<file path="src/rtl/rr_mux_arbiter_pkg.sv">
// Shared types and helpers for the round-robin 4:1 mux arbiter.
package rr_mux_arb_pkg;

  localparam int NUM_REQ = 4;
  localparam int SEL_W   = 2;

  typedef enum logic {
    ST_IDLE  = 1'b0,
    ST_GRANT = 1'b1
  } state_t;

  // Debug view of the arbiter internals; hold_cnt is zero-extended to a fixed width.
  typedef struct packed {
    state_t           state;
    logic [SEL_W-1:0] ptr;
    logic [7:0]       hold_cnt;
  } dbg_t;

  function automatic logic [NUM_REQ-1:0] onehot(input logic [SEL_W-1:0] idx);
    return NUM_REQ'(1) << idx;
  endfunction

endpackage

</file>
<file path="src/rtl/rr_mux_arbiter_if.sv">
// Requester/mux-side bundle of the round-robin mux arbiter.
interface rr_mux_arbiter_if;
  import rr_mux_arb_pkg::*;

  // req is a level: a source holds its bit high for as long as it wants the mux and
  // owns the datapath in every cycle its gnt bit is high; dropping req releases it.
  logic [NUM_REQ-1:0] req;
  logic               d0;
  logic               d1;
  logic               d2;
  logic               d3;
  logic [NUM_REQ-1:0] gnt;
  logic               s0;
  logic               s1;
  logic               y;
  logic               busy;

  modport master (output req, d0, d1, d2, d3, input gnt, s0, s1, y, busy);
  modport slave  (input req, d0, d1, d2, d3, output gnt, s0, s1, y, busy);

endinterface

</file>
<file path="src/rtl/rr_mux_arbiter_pick4.sv">
// Combinational round-robin pick: first eligible request after ptr, wrapping 3->0.
module rr_pick4
  import rr_mux_arb_pkg::*;
(
  input  logic [NUM_REQ-1:0] req,
  input  logic [SEL_W-1:0]   ptr,
  input  logic [NUM_REQ-1:0] excl,
  output logic [SEL_W-1:0]   idx,
  output logic               valid
);

  logic [NUM_REQ-1:0] elig;
  logic [SEL_W-1:0]   cand;

  assign elig = req & ~excl;

  // Walk from the farthest candidate to the nearest so the nearest hit wins.
  always_comb begin
    idx   = '0;
    valid = 1'b0;
    cand  = '0;
    for (int k = NUM_REQ; k >= 1; k--) begin
      cand = ptr + SEL_W'(k);
      if (elig[cand]) begin
        idx   = cand;
        valid = 1'b1;
      end
    end
  end

endmodule

</file>
<file path="src/rtl/rr_mux_arbiter.sv">
// Round-robin arbiter owning the 4:1 single-bit mux: grants, drives selects, registers y.
module rr_mux_arbiter
  import rr_mux_arb_pkg::*;
#(
  parameter int MAX_HOLD = 8
) (
  input  logic              clk,
  input  logic              rst,
  rr_mux_arbiter_if.slave   bus,
  output dbg_t              dbg
);

  // Unlimited hold still needs a one-bit counter; it then just saturates at 1.
  localparam int HOLD_W = (MAX_HOLD == 0) ? 1 : $clog2(MAX_HOLD + 1);
  localparam logic [HOLD_W-1:0] HOLD_LIM =
    (MAX_HOLD == 0) ? {HOLD_W{1'b1}} : HOLD_W'(MAX_HOLD);

  state_t             state, state_nxt;
  logic [NUM_REQ-1:0] gnt, gnt_nxt;
  logic [SEL_W-1:0]   sel, sel_nxt;
  logic [SEL_W-1:0]   ptr, ptr_nxt;
  logic [HOLD_W-1:0]  hold_cnt, hold_nxt;
  logic               y;

  logic [NUM_REQ-1:0] dv;
  logic [SEL_W-1:0]   pick_ptr, pick_idx;
  logic [NUM_REQ-1:0] pick_excl;
  logic               pick_valid;
  logic               others;
  logic               forced;

  assign dv = {bus.d3, bus.d2, bus.d1, bus.d0};

  // Idle picks after the last-granted index; a handoff picks after the current owner.
  assign pick_ptr  = (state == ST_GRANT) ? sel : ptr;
  assign pick_excl = (state == ST_GRANT) ? onehot(sel) : '0;

  rr_pick4 u_pick (
    .req   (bus.req),
    .ptr   (pick_ptr),
    .excl  (pick_excl),
    .idx   (pick_idx),
    .valid (pick_valid)
  );

  assign others = |(bus.req & ~onehot(sel));
  assign forced = (MAX_HOLD != 0) && (hold_cnt == HOLD_LIM) && others;

  always_comb begin
    state_nxt = state;
    gnt_nxt   = gnt;
    sel_nxt   = sel;
    ptr_nxt   = ptr;
    hold_nxt  = hold_cnt;
    case (state)
      ST_IDLE: begin
        if (pick_valid) begin
          state_nxt = ST_GRANT;
          gnt_nxt   = onehot(pick_idx);
          sel_nxt   = pick_idx;
          hold_nxt  = HOLD_W'(1);
        end
      end
      ST_GRANT: begin
        if (bus.req[sel] && !forced) begin
          if (hold_cnt != HOLD_LIM) hold_nxt = hold_cnt + HOLD_W'(1);
        end else begin
          ptr_nxt = sel;
          if (pick_valid) begin
            gnt_nxt  = onehot(pick_idx);
            sel_nxt  = pick_idx;
            hold_nxt = HOLD_W'(1);
          end else begin
            state_nxt = ST_IDLE;
            gnt_nxt   = '0;
            sel_nxt   = '0;
            hold_nxt  = '0;
          end
        end
      end
      default: state_nxt = ST_IDLE;
    endcase
  end

  always_ff @(posedge clk) begin
    if (rst) begin
      state    <= ST_IDLE;
      gnt      <= '0;
      sel      <= '0;
      ptr      <= SEL_W'(NUM_REQ - 1);
      hold_cnt <= '0;
      y        <= 1'b0;
    end else begin
      state    <= state_nxt;
      gnt      <= gnt_nxt;
      sel      <= sel_nxt;
      ptr      <= ptr_nxt;
      hold_cnt <= hold_nxt;
      y        <= (|gnt) ? dv[sel] : 1'b0;
    end
  end

  assign bus.gnt  = gnt;
  assign bus.s0   = sel[1];
  assign bus.s1   = sel[0];
  assign bus.y    = y;
  assign bus.busy = (state == ST_GRANT);

  assign dbg.state    = state;
  assign dbg.ptr      = ptr;
  assign dbg.hold_cnt = 8'(hold_cnt);

endmodule

</file>
<file path="src/flat_wrapper.sv">
// flat-port wrapper written by rule: the top's interface ports become plain ports
module rr_mux_arbiter_flat import rr_mux_arb_pkg::*;
#(
  parameter int MAX_HOLD = 8
)
  (clk, rst, dbg, bus_req, bus_d0, bus_d1, bus_d2, bus_d3, bus_gnt, bus_s0, bus_s1, bus_y, bus_busy);
  rr_mux_arbiter_if bus_i ();
  input  logic clk;
  input  logic rst;
  output dbg_t dbg;
  input wire logic [$bits(bus_i.req)-1:0] bus_req;
  input wire logic [$bits(bus_i.d0)-1:0] bus_d0;
  input wire logic [$bits(bus_i.d1)-1:0] bus_d1;
  input wire logic [$bits(bus_i.d2)-1:0] bus_d2;
  input wire logic [$bits(bus_i.d3)-1:0] bus_d3;
  output wire logic [$bits(bus_i.gnt)-1:0] bus_gnt;
  output wire logic [$bits(bus_i.s0)-1:0] bus_s0;
  output wire logic [$bits(bus_i.s1)-1:0] bus_s1;
  output wire logic [$bits(bus_i.y)-1:0] bus_y;
  output wire logic [$bits(bus_i.busy)-1:0] bus_busy;
  assign bus_i.req = bus_req;
  assign bus_i.d0 = bus_d0;
  assign bus_i.d1 = bus_d1;
  assign bus_i.d2 = bus_d2;
  assign bus_i.d3 = bus_d3;
  assign bus_gnt = bus_i.gnt;
  assign bus_s0 = bus_i.s0;
  assign bus_s1 = bus_i.s1;
  assign bus_y = bus_i.y;
  assign bus_busy = bus_i.busy;
  rr_mux_arbiter #(.MAX_HOLD(MAX_HOLD)) u_core (.clk(clk), .rst(rst), .bus(bus_i), .dbg(dbg));
endmodule
</file>
<file path="config.mk">
export PLATFORM = sky130hd
export DESIGN_NAME = rr_mux_arbiter_flat
export DESIGN_NICKNAME = d
export VERILOG_FILES = /design/src/rtl/rr_mux_arbiter_pkg.sv /design/src/rtl/rr_mux_arbiter_if.sv /design/src/rtl/rr_mux_arbiter_pick4.sv /design/src/rtl/rr_mux_arbiter.sv /design/src/flat_wrapper.sv
export SDC_FILE = /design/constraint.sdc
export NUM_CORES = 1
export LEC_CHECK = 0
export ABC_CLOCK_PERIOD_IN_PS = 3610
export BUFFER_PORTS_ARGS = -buffer_cell sky130_fd_sc_hd__buf_2
export CAP_MARGIN = 10
export CORE_MARGIN = 2
export CORE_UTILIZATION = 54
export DETAILED_ROUTE_END_ITERATION = 6
export PLACE_DENSITY_LB_ADDON = 0.15
export SKIP_LAST_GASP = 1
export SLEW_MARGIN = 5
export SYNTH_ARGS = -nofsm -noshare
export SYNTH_HDL_FRONTEND = slang
export SYNTH_HIERARCHICAL = 1
export SYNTH_SLANG_ARGS = --single-unit
</file>
<file path="constraint.sdc">
create_clock -name clk -period 3.61 [get_ports clk]
set_input_delay 0.722 -clock clk [delete_from_list [all_inputs] [get_ports clk]]
set_output_delay 0.722 -clock clk [all_outputs]
set_load 0.05 [all_outputs]
</file>
* Word level (Yosys, flattened, before mapping) *
Index checks and enable logic that the tools add are counted.
Widths: inputs -> output; s select.

word-level totals
  bits in registers = 14
  output and inout port bits = 19
  logic and storage cells = 76
  input bits = 10

operators by class
  add/subtract/negate cells = 4
  shift operators = 2
  equal/unequal tests = 5
  magnitude comparators = 5
  muxes and demuxes = 38
  bitwise logic cells = 7
  reductions and logical operators = 9

operator list
  operator             count
  $mux 4               7
  $mux 2               8
  $pmux 4 s2           2
  $lt 2x3->1 const B   5
  $mux 1               13
  $bmux 1 s2           6
  $and 4x4->4          2
  $not 4->4            2
  $reduce_or 4->1      2
  $shl 1x2->4 const A  2
  $reduce_and 2->1     3
  $add 2x2->2 const B  2
  $add 4x1->4 const B  1
  $eq 4x4->1 const B   1
  $ne 4x4->1 const B   1
  $pmux 2 s2           1
  $ne 3x3->1 const B   1
  $not 1->1            3
  $add 2x1->2 const B  1
  $logic_and 1x1->1    2
  $ne 2x1->1 const B   1
  $ne 2x2->1 const B   1
  $pmux 1 s2           1
  $reduce_or 2->1      1
  $logic_not 1->1      1

* Longest topological paths before layout *
Gate-level depths: netlist of run 1.

  depth in word-level cells = 14
  mapped depth = 11
  mapped depth without buffers = 9

* Modules after synthesis *
The synthesis of run 1 kept the hierarchy.

modules (own cells, without submodules)
  module          cells an instance  times used  sequential area each (um^2)  area an instance (um^2)
  rr_mux_arbiter  104                1           280.3                        863.3
  rr_pick4        18                 1           0.0                          123.9

* Least setup slack after synthesis of run 1 *
Ideal clock, no wire load.

  path kind = reg2reg
  from = reg u_core.state, in the netlist u_core/bus.busy
  to = reg u_core.gnt[0], in the netlist u_core/bus.gnt[0]
  period minus slack after synthesis = 2448 ps
  library setup time = 71 ps
  arrival = 2377 ps
  cell stages (with the launch flop) = 10
  path buffers = 1
  required time = 3539 ps
  setup slack = 1162 ps
  path through = dfxtp_1 clkbuf_1 inv_1 nor3b_1 nand2b_4 nor2_1 o21ai_1 o211ai_2 or4_1 a21oi_1

between the ends
  cells in the longest elaborated chain, start to end = 13
  elaborated cells between the ends (all ways) = 32
  those cells by class = add/sub (3); eq/ne (2); shift (1); mux (22); bitwise (3); reduce/logical (1)

RTL lines
  what                          line                        text
  from (decl)                   rr_mux_arbiter.sv:18        state_t state, state_nxt;
  from (signal assigned)        rr_mux_arbiter.sv:94        state <= state_nxt;
  $mux 4 *                      rr_mux_arbiter.sv:36        assign pick_excl = (state == ST_GRANT) ? onehot(sel) : '0;
  via u_core.pick_excl[1]       rr_mux_arbiter.sv:27        logic [NUM_REQ-1:0] pick_excl;
  $not 4->4 *                   rr_mux_arbiter_pick4.sv:15  assign elig = req & ~excl;
  $and 4x4->4 *                 rr_mux_arbiter_pick4.sv:15
  $bmux 1 s2                    rr_mux_arbiter_pick4.sv:24  if (elig[cand]) begin
  $mux 1 (implied by the code)  rr_mux_arbiter_pick4.sv:24
  $mux 2 (3 in series)          rr_mux_arbiter_pick4.sv:24
  $mux 2 *                      rr_mux_arbiter_pick4.sv:24
  via u_core.pick_idx[0]        rr_mux_arbiter.sv:26        logic [SEL_W-1:0] pick_ptr, pick_idx;
  $shl 1x2->4 *                 rr_mux_arbiter_pkg.sv:20    return NUM_REQ'(1) << idx;
  $mux 4                        rr_mux_arbiter.sv:69        if (pick_valid) begin
  $mux 4                        rr_mux_arbiter.sv:65        if (bus.req[sel] && !forced) begin
  $pmux 4 s2 *                  rr_mux_arbiter.sv:55        case (state)
  to (signal assigned)          rr_mux_arbiter.sv:95        gnt <= gnt_nxt;
  to (decl)                     rr_mux_arbiter.sv:19        logic [NUM_REQ-1:0] gnt, gnt_nxt;

The timed path passes the listed nets; every way through them passes the cells marked *. The select of a mux whose other input is x is not followed.
A chain may end at the register's enable or synchronous reset.

* Final worst setup path of run 1 *
  from = reg u_core.state, in the netlist u_core/bus.busy
  to = reg u_core.hold_cnt[3]

between the ends
  cells in the longest elaborated chain, start to end = 11
  elaborated cells between the ends (all ways) = 24
  those cells by class = add/sub (3); eq/ne (2); mux (15); bitwise (3); reduce/logical (1)

RTL lines
  what                          line                        text
  $mux 4 *                      rr_mux_arbiter.sv:36
  via u_core.pick_excl[0]       rr_mux_arbiter.sv:27
  $not 4->4 *                   rr_mux_arbiter_pick4.sv:15
  $and 4x4->4 *                 rr_mux_arbiter_pick4.sv:15
  $bmux 1 s2                    rr_mux_arbiter_pick4.sv:24
  $mux 1 (implied by the code)  rr_mux_arbiter_pick4.sv:24
  $mux 1 (3 in series)          rr_mux_arbiter_pick4.sv:24
  $mux 1 *                      rr_mux_arbiter_pick4.sv:24
  via u_core.pick_valid         rr_mux_arbiter.sv:28        logic pick_valid;
  $ne 2x1->1 (no line) *        -
  $reduce_and 2->1 (no line) *  -
  to (signal assigned)          rr_mux_arbiter.sv:98        hold_cnt <= hold_nxt;
  to (decl)                     rr_mux_arbiter.sv:22        logic [HOLD_W-1:0] hold_cnt, hold_nxt;

Marks and branches as above.

==> results.yml, run 1 <==
clock_tree:
  clock_latency_ps: 270
  cts_setup_buffers: 0
  cts-hold-fix-buffers: 0
  clk_pin_slew_ps: 80
  cts_resized: 0
  root_buffer: "clkbuf_4"
  htreeDepth: 1
  numCtsBuffers: 3
  ctsLongestPathBuffers: 2
  cts_tree: "yes"
  clock-sinks: 14
placed_design:
  gp_congestion: 0.832
  io_buffers: 24
  dp_hpwl_um: 1630
global_routing:
  grt_max_degree: 14
  grtUsageTotal_pct: 23.7
  antenna_found_initial: 0
  grt_pass1_vias: 852
  grt_pass1_wl_um: 3680
  gr-total-overflow: 0
synth:
  syn-cell-area_um2: 987
  synthArstFlopShare_pct: 0
  synth_warnings: 6
  yosysSeqAreaShare_pct: 28.4
  yosys_register_bits: 14
  synth_top_area_share_pct: 28.4
  synth_edf_count: 0
  yosysMostFrequentCell: "dfxtp_1"
  postSynthCellCount: 122
  synth.area.top_cells: "dfxtp_1 (28%), mux4_2 (4.6%), nor2_1 (4.2%)"
  synthTopCellsByCount: "dfxtp_1 (14), nor2_1 (11), inv_1 (8)"
  yosysTopAreaCell: "dfxtp_1"
  synthFlopType: "dfxtp_1"
  synthDistinctLibCells: 42
  syn_area_per_cell_um2: 8.09
finish:
  drive_gt1_share_pct: 28.2
  diodes: 0
  multi_input_area_um2: 618
  post-route-util_pct: 64.6
  seq_area_um2: 280
  fillCellCount: 159
  fin_nets: 155
  area_growth_pct: 13.1
worst_setup_path:
  path_max_fanout: 13
  end_kind: "flop"
  cp.required_ps: 3810
  worstSetupPathType: "reg2reg"
  start_kind: "flop"
  crit_arrival_ps: 2640
sta:
  worstMarginPinSlew_ps: 529
  slew_headroom_pct: 64.6
  hold_viol: 0
  fin_setup_tns_ps: 0
  min_period_ps: 2440
  min_period_over_period_pct: 67.5
  drv_slew: 0
  rsz0062_at_grt: "false"
  fmax_ghz: 0.410
  setup_viol: 0
  finClkSkew_ps: 1.63
power:
  peakVddDrop_mv: 0.283
  powerDensity_mw_per_mm2: 472
  leakagePower_uw: 0.000481
hold_path:
  hp-class: "reg2reg"
die:
  coreArea_mm2: 0.00173
  die_x_um: 46.8
  start_util_pct: 57.2
  die_y_um: 46.8
  num_rows: 15
  ios: 29
  dieArea_mm2: 0.00219
drt:
  drt-total-wl_um: 2110
  vias: 930
  remaining_drc_errors: 0
  drtPass1Iterations: 4
  viasPerCell: 5.57
  postRouteAntennaNets: 0
  post_drt_wl_per_cell_um: 12.7
  drtIter0Drc: 25
flow_run:
  maxCapViolations: 0
status:
  status: "finished clean"
==> area by class of cell <==
class	count	area share, %
multi-input combinational	92	55.4
sequential	14	25.1
timing repair buffer	24	10.8
clock buffer	4	3.25
tap	25	2.80
inverter	8	2.69
==> metal layers <==
metal | track usage [%] | routed length, µm | vias up
li1 | - | - | 479
met1 | 30.9 | 982 | 420
met2 | 38.6 | 1020 | 29
met3 | 3.46 | 92 | 2
met4 | 11.1 | 19 | 0
met5 | 0 | 0 | -
==> cell families (layout without fill, tap and decap cells) <==
kind of cell / count (synthesis) / in the layout / synth area share, %
AOI/OAI and AO/OA: 33 / 33 / 22.7
adders and majority gates: 2 / 2 / 2.53
buffers and inverters: 19 / 36 / 10.1
DFF: 14 / 14 / 28.4
muxes: 4 / 4 / 6.72
other: 1 / 4 / 0.380
and+or+nand+nor: 49 / 49 / 29.2
==> power by group <==
part	internal (µW)	total, µW	switching, µW
registers	172	198	25.5
logic	71.8	219	148
clock network	61.3	110	48.5
total	306	527	222
==> cell usage in the layout (no fill, tap or decap), types with 2 or more instances in the layout <==
master and count:
nand2b_4 2, nand3b_1 5, o21ai_0 6, mux4_2 2, clkbuf_4 3, o32ai_1 3, nor2b_1 2, nor2_1 11
buf_2 24, inv_1 8, o21ai_1 5, and3_1 2, nand3_1 6, ha_1 2, a31oi_1 3, conb_1 4
dfxtp_1 14, a21oi_1 7, nand2_1 7, nand4b_1 2, or4_1 2, nor3_1 2, a211oi_1 2
==> path summary, 6_finish.rpt <==
check | start | end | slack (ps) | depth (start not counted)
setup / recovery | u_core/bus.busy | u_core/hold_cnt[3] | 1170 | 8
hold / removal | u_core/bus.gnt[2] | u_core/bus.gnt[2] | 480 | 2
setup reg to reg | u_core/bus.busy | u_core/hold_cnt[3] | 1170 | 8
hold reg to reg | u_core/bus.gnt[2] | u_core/bus.gnt[2] | 480 | 2
==> stage by stage <==
| stage | setup WS [ps] | power [µW] | instances | hold WS, ps | cell area (µm²) |
|---|---|---|---|---|---|
| detailed placement | 1210 | 420 | 163 | 473 | 1080 |
| floorplan | 1160 | 384 | 125 | 680 | 998 |
| global placement | 1320 | 417 | 163 | 469 | 1080 |
| CTS | 1210 | 533 | 167 | 489 | 1120 |
| finish | 1170 | 527 | 167 | 482 | 1120 |
| global route | 879 | 564 | 167 | 525 | 1120 |
==> sequential cells by signal, indices dropped and copies added (netlist names) <==
name and count:
u_core/bus.busy 1, u_core/bus.gnt 4, u_core/bus.y 1, u_core/hold_cnt 4, u_core/ptr 2, u_core/sel 2
==> critical path: stages (launching register included) <==
cell	delay, ps
dfxtp_1	610
inv_1	160
nor3_1	250
nor2b_2	80
nor2_1	140
nand3_1	240
nor2_1	490
o21ai_0	200
a31oi_1	190
No activity file was read; power rests on OpenSTA's default activity.
==> run 2, diff against run 1 <==
ABC_CLOCK_PERIOD_IN_PS = 2330   (was 3610)
CORE_UTILIZATION = 50   (was 54)
clock period = 2.33 ns   (was 3.61 ns; I/O delays follow)
==> run 2 against run 1 <==
Via count is 2.7% higher; sequential share of layout area shrank 0.63 points; worst setup slack lost 1000 ps; maximum frequency up 12%; worst hold slack gained 11 ps; register-to-register slack lost 1000 ps; routed wire length grew 7.8%; clock skew is 1.1 ps higher; highest routed layer is now met3; clock power increased by 63%; non-clock buffer count rose by 4; flip-flop and latch count unchanged; critical path type unchanged; combinational power is 61% higher.
==> results.yml, run 2 (synthesis results as in run 1) <==
worst_setup_path:
  end_kind: "flop"
  cp.required_ps: 2550
  worstSetupPathType: "reg2reg"
  critPathBufInv: 0
  cpMaxStageDelayCell: "dfxtp_1"
  cp.depth: 5
  path_cells: "mux4_2, nand2_2, a31oi_2, or4_1, a21oi_1"
  critPathMaxStageDelay_ps: 640
  worst_r2r_path_depth: 5
  critPathTopFamily: "flip-flops"
  path_max_fanout: 13
  crit_arrival_ps: 2390
  start_kind: "flop"
clock_tree:
  htreeDepth: 1
  clock_latency_ps: 280
  cts-hold-fix-buffers: 0
  cts_tree: "yes"
  cts_setup_buffers: 0
  root_buffer: "clkbuf_4"
  clock-sinks: 14
  cts_resized: 0
  ctsLongestPathBuffers: 2
  clk_pin_slew_ps: 90
  numCtsBuffers: 3
power:
  powerDensity_mw_per_mm2: 728
  peakVddDrop_mv: 0.390
  leakagePower_uw: 0.000501
  p_total_uw: 837
sta:
  fin_setup_tns_ps: 0
  drv_slew: 0
  worstMarginPinSlew_ps: 524
  hold_viol: 0
  finClkSkew_ps: 2.70
  setup_viol: 0
  fmax_ghz: 0.460
  rsz0062_at_grt: "false"
  min_period_ps: 2170
  slew_headroom_pct: 64.9
  min_period_over_period_pct: 93.2
placed_design:
  place_inst: 169
  io_buffers: 24
  dp_hpwl_um: 1720
  gp_congestion: 0.826
hold_path:
  hold_path_depth: 2
  hp-class: "reg2reg"
drt:
  remaining_drc_errors: 0
  vias: 955
  drtIter0Drc: 21
  post_drt_wl_per_cell_um: 13.2
  postRouteAntennaNets: 0
  drt-total-wl_um: 2280
  viasPerCell: 5.52
  drtPass1Iterations: 4
global_routing:
  grt_pass1_wl_um: 3930
  antenna_found_initial: 0
  grt_pass1_vias: 926
  grtUsageTotal_pct: 21.0
  gr-total-overflow: 0
  grt_max_degree: 14
die:
  dieArea_mm2: 0.00235
  die_y_um: 48.4
  coreArea_mm2: 0.00190
  die_x_um: 48.4
  num_rows: 16
  ios: 29
  start_util_pct: 51.9
flow_run:
  maxCapViolations: 0
finish:
  diodes: 0
  final_cell_mix: "buf_2 (24), dfxtp_1 (13), nor2_1 (11)"
  fin_nets: 159
  fillCellCount: 175
  instances_no_fill: 173
  final_common_cell: "buf_2"
  area_growth_pct: 16.5
  drive_gt1_share_pct: 30.8
  largestRegisters: "u_core/bus.gnt: 4 flops, u_core/hold_cnt: 4 flops"
status:
  status: "finished clean"
==> run 2: changes by cell type in the layout (fill, tap and decap cells not counted) <==
cell	previous run	this run
buf_4	0	4
dfxtp_1	14	13
dfxtp_2	0	1
==> run 2: report_power, final <==
| group | switching [µW] | leakage (µW) | internal [µW] |
|---|---|---|---|
| Sequential | 37.1 | 0.000115 | 268 |
| Combinational | 235 | 0.000364 | 119 |
| Clock | 83.8 | 0.0000210 | 95.1 |
==> run 2: area by class of cell <==
class                   instances  area, µm²  share of cell area [%]
repair buffers                 28        150                    13.1
clock buffers                   4       36.3                    3.16
flip-flops and latches         14        282                    24.5
well taps                      27       33.8                    2.94
inverters                       8       30.0                    2.61
multi-input cells              92        618                    53.8
==> run 2: path summary, 6_finish.rpt <==
| path | start | to | slack, ps |
|---|---|---|---|
| hold reg to reg | u_core/bus.gnt[2] | u_core/bus.gnt[2] | 490 |
| setup / recovery | u_core/sel[0] | u_core/bus.gnt[0] | 160 |
| setup reg to reg | u_core/sel[0] | u_core/bus.gnt[0] | 160 |
| hold / removal | u_core/bus.gnt[2] | u_core/bus.gnt[2] | 490 |
==> run 2: tightest hold or removal path, stage by stage (launching register included) <==
cell and delay [ps]:
dfxtp_1 330, nand2_1 60, o32ai_1 60
==> run 2: through the flow <==
| step | worst slack [ps] | utilization (%) | hold slack (ps) | cell area (µm²) |
|---|---|---|---|---|
| finish | 158 | 60.5 | 493 | 1150 |
| global route | 8.97 | 60.5 | 508 | 1150 |
| CTS | 171 | 60.5 | 488 | 1150 |
| detailed placement | 204 | 58.6 | 471 | 1110 |
| global placement | 263 | 58.6 | 478 | 1110 |
| floorplan | 42.2 | - | 581 | 1000 |
==> run 2: layer usage <==
metal | GRT usage [%] | vias to the layer above | part of all wire, %
met5 | 0 | - | 0
met3 | 1.23 | 0 | 3.6
met4 | 10.5 | 0 | 0
met2 | 35.9 | 24 | 49
li1 | - | 482 | -
met1 | 26.9 | 449 | 48
==> run 3, diff against run 2 <==
CELL_PAD_IN_SITES_DETAIL_PLACEMENT = 0   (was not set)
CELL_PAD_IN_SITES_GLOBAL_PLACEMENT = 1   (was not set)
CORE_UTILIZATION = 36   (was 50)
==> run 3 against run 2 <==
Via count increased by 1.2%; non-clock buffer count unchanged; clock power fell by 24%; highest routed layer is now met4.
==> results.yml, run 3 (synthesis results as in run 1) <==
global_routing:
  gr-total-overflow: 0
  grt_pass1_vias: 889
  grt_pass1_wl_um: 4060
  grtUsageTotal_pct: 15.9
  antenna_found_initial: 0
  grt_max_degree: 14
finish:
  final_common_cell: "buf_2"
  instances_no_fill: 175
  fin_nets: 159
  final_cell_mix: "buf_2 (24), dfxtp_1 (13), nor2_1 (11)"
  largestRegisters: "u_core/bus.gnt: 4 flops, u_core/hold_cnt: 4 flops"
  drive_gt1_share_pct: 30.3
  area_growth_pct: 15.5
  diodes: 0
power:
  p_clk_share_pct: 17.1
  switching_power_uw: 349
  p_total_uw: 794
  peakVddDrop_mv: 0.340
  sequentialPowerShare_pct: 38.3
  powerDensity_mw_per_mm2: 697
  p_int_uw: 446
  leakagePower_uw: 0.000493
  switching_share_pct: 43.9
  comb_power_share_pct: 44.7
worst_setup_path:
  path_max_fanout: 13
  end_kind: "flop"
  start_kind: "flop"
  worstSetupPathType: "reg2reg"
  crit_arrival_ps: 2360
  cp.required_ps: 2540
die:
  die_y_um: 56.4
  num_rows: 18
  coreArea_mm2: 0.00254
  ios: 29
  dieArea_mm2: 0.00318
  die_x_um: 56.4
  start_util_pct: 38.8
clock_tree:
  htreeDepth: 1
  cts_setup_buffers: 0
  clock-sinks: 14
  clock_latency_ps: 270
  ctsLongestPathBuffers: 2
  cts_resized: 0
  clk_pin_slew_ps: 80
  numCtsBuffers: 3
  cts-hold-fix-buffers: 0
  cts_tree: "yes"
  root_buffer: "clkbuf_4"
sta:
  finClkSkew_ps: 1.13
  drv_slew: 0
  rsz0062_at_grt: "false"
  min_period_over_period_pct: 92.2
  fin_setup_tns_ps: 0
  fmax_ghz: 0.466
  hold_viol: 0
  worst_slack_ps: 182
  min_period_ps: 2150
  slew_headroom_pct: 65.5
  setup_viol: 0
  worstMarginPinSlew_ps: 516
status:
  status: "finished clean"
drt:
  drt-total-wl_um: 2350
  remaining_drc_errors: 0
  drtPass1Iterations: 4
  viasPerCell: 5.52
  postRouteAntennaNets: 0
  post_drt_wl_per_cell_um: 13.4
  vias: 966
  drtIter0Drc: 23
flow_run:
  maxCapViolations: 0
placed_design:
  dp_hpwl_um: 1780
  post-place-ws_ps: 208
  place_inst: 172
  gp_congestion: 0.791
  io_buffers: 24
hold_path:
  hp-class: "reg2reg"
## run 3: cell count changes in the layout (fill, tap and decap cells not counted), sizes merged
cell and change:
clkbuf -1
## run 3: critical path, stage by stage (launching register included)
cell and delay, ps:
dfxtp_1 610, nor3b_1 250, nand2b_4 190, nor2_1 50, o21ai_1 140, o211ai_2 160
or4_1 530, a21oi_1 150
## run 3: final timing paths
path / startpoint / to / slack, ps / depth (start not counted)
setup / recovery: u_core/sel[0] / u_core/bus.gnt[0] / 180 / 7
hold / removal: u_core/bus.gnt[2] / u_core/bus.gnt[2] / 480 / 2
setup reg to reg: u_core/sel[0] / u_core/bus.gnt[0] / 180 / 7
hold reg to reg: u_core/bus.gnt[2] / u_core/bus.gnt[2] / 480 / 2
## run 3: layout make-up
cell class,count,area [µm²]
Clock buffer,3,22.5
Fill cell,283,1410
Inverter,8,30.0
Multi-Input combinational cell,92,618
Sequential cell,14,282
Tap cell,30,37.5
Timing Repair Buffer,28,150
## run 3: power groups by stage
stage                     logic [µW]  clock network, µW  registers, µW
after floorplan                  207                  0            389
after global placement           355                  0            310
after detailed placement         354                  0            310
after CTS                        356                142            304
after global routing             384                159            311
final                            355                136            304
## run 3: through the flow
step | hold slack [ps] | instance area [µm²] | util, %
2_1_floorplan | 581 | 1000 | -
3_3_place_gp | 465 | 1120 | 43.9
3_5_place_dp | 461 | 1120 | 43.9
4_1_cts | 477 | 1140 | 44.8
5_1_grt | 529 | 1140 | 44.8
6_report | 483 | 1140 | 44.8
## run 3: layer usage
layer | share of wire [%] | up-vias | global-route usage (%)
met5 | 0 | - | 0
met1 | 49 | 451 | 22.6
li1 | - | 486 | -
met4 | 0.64 | 0 | 5.10
met2 | 45 | 27 | 24.4
met3 | 5.6 | 2 | 2.53
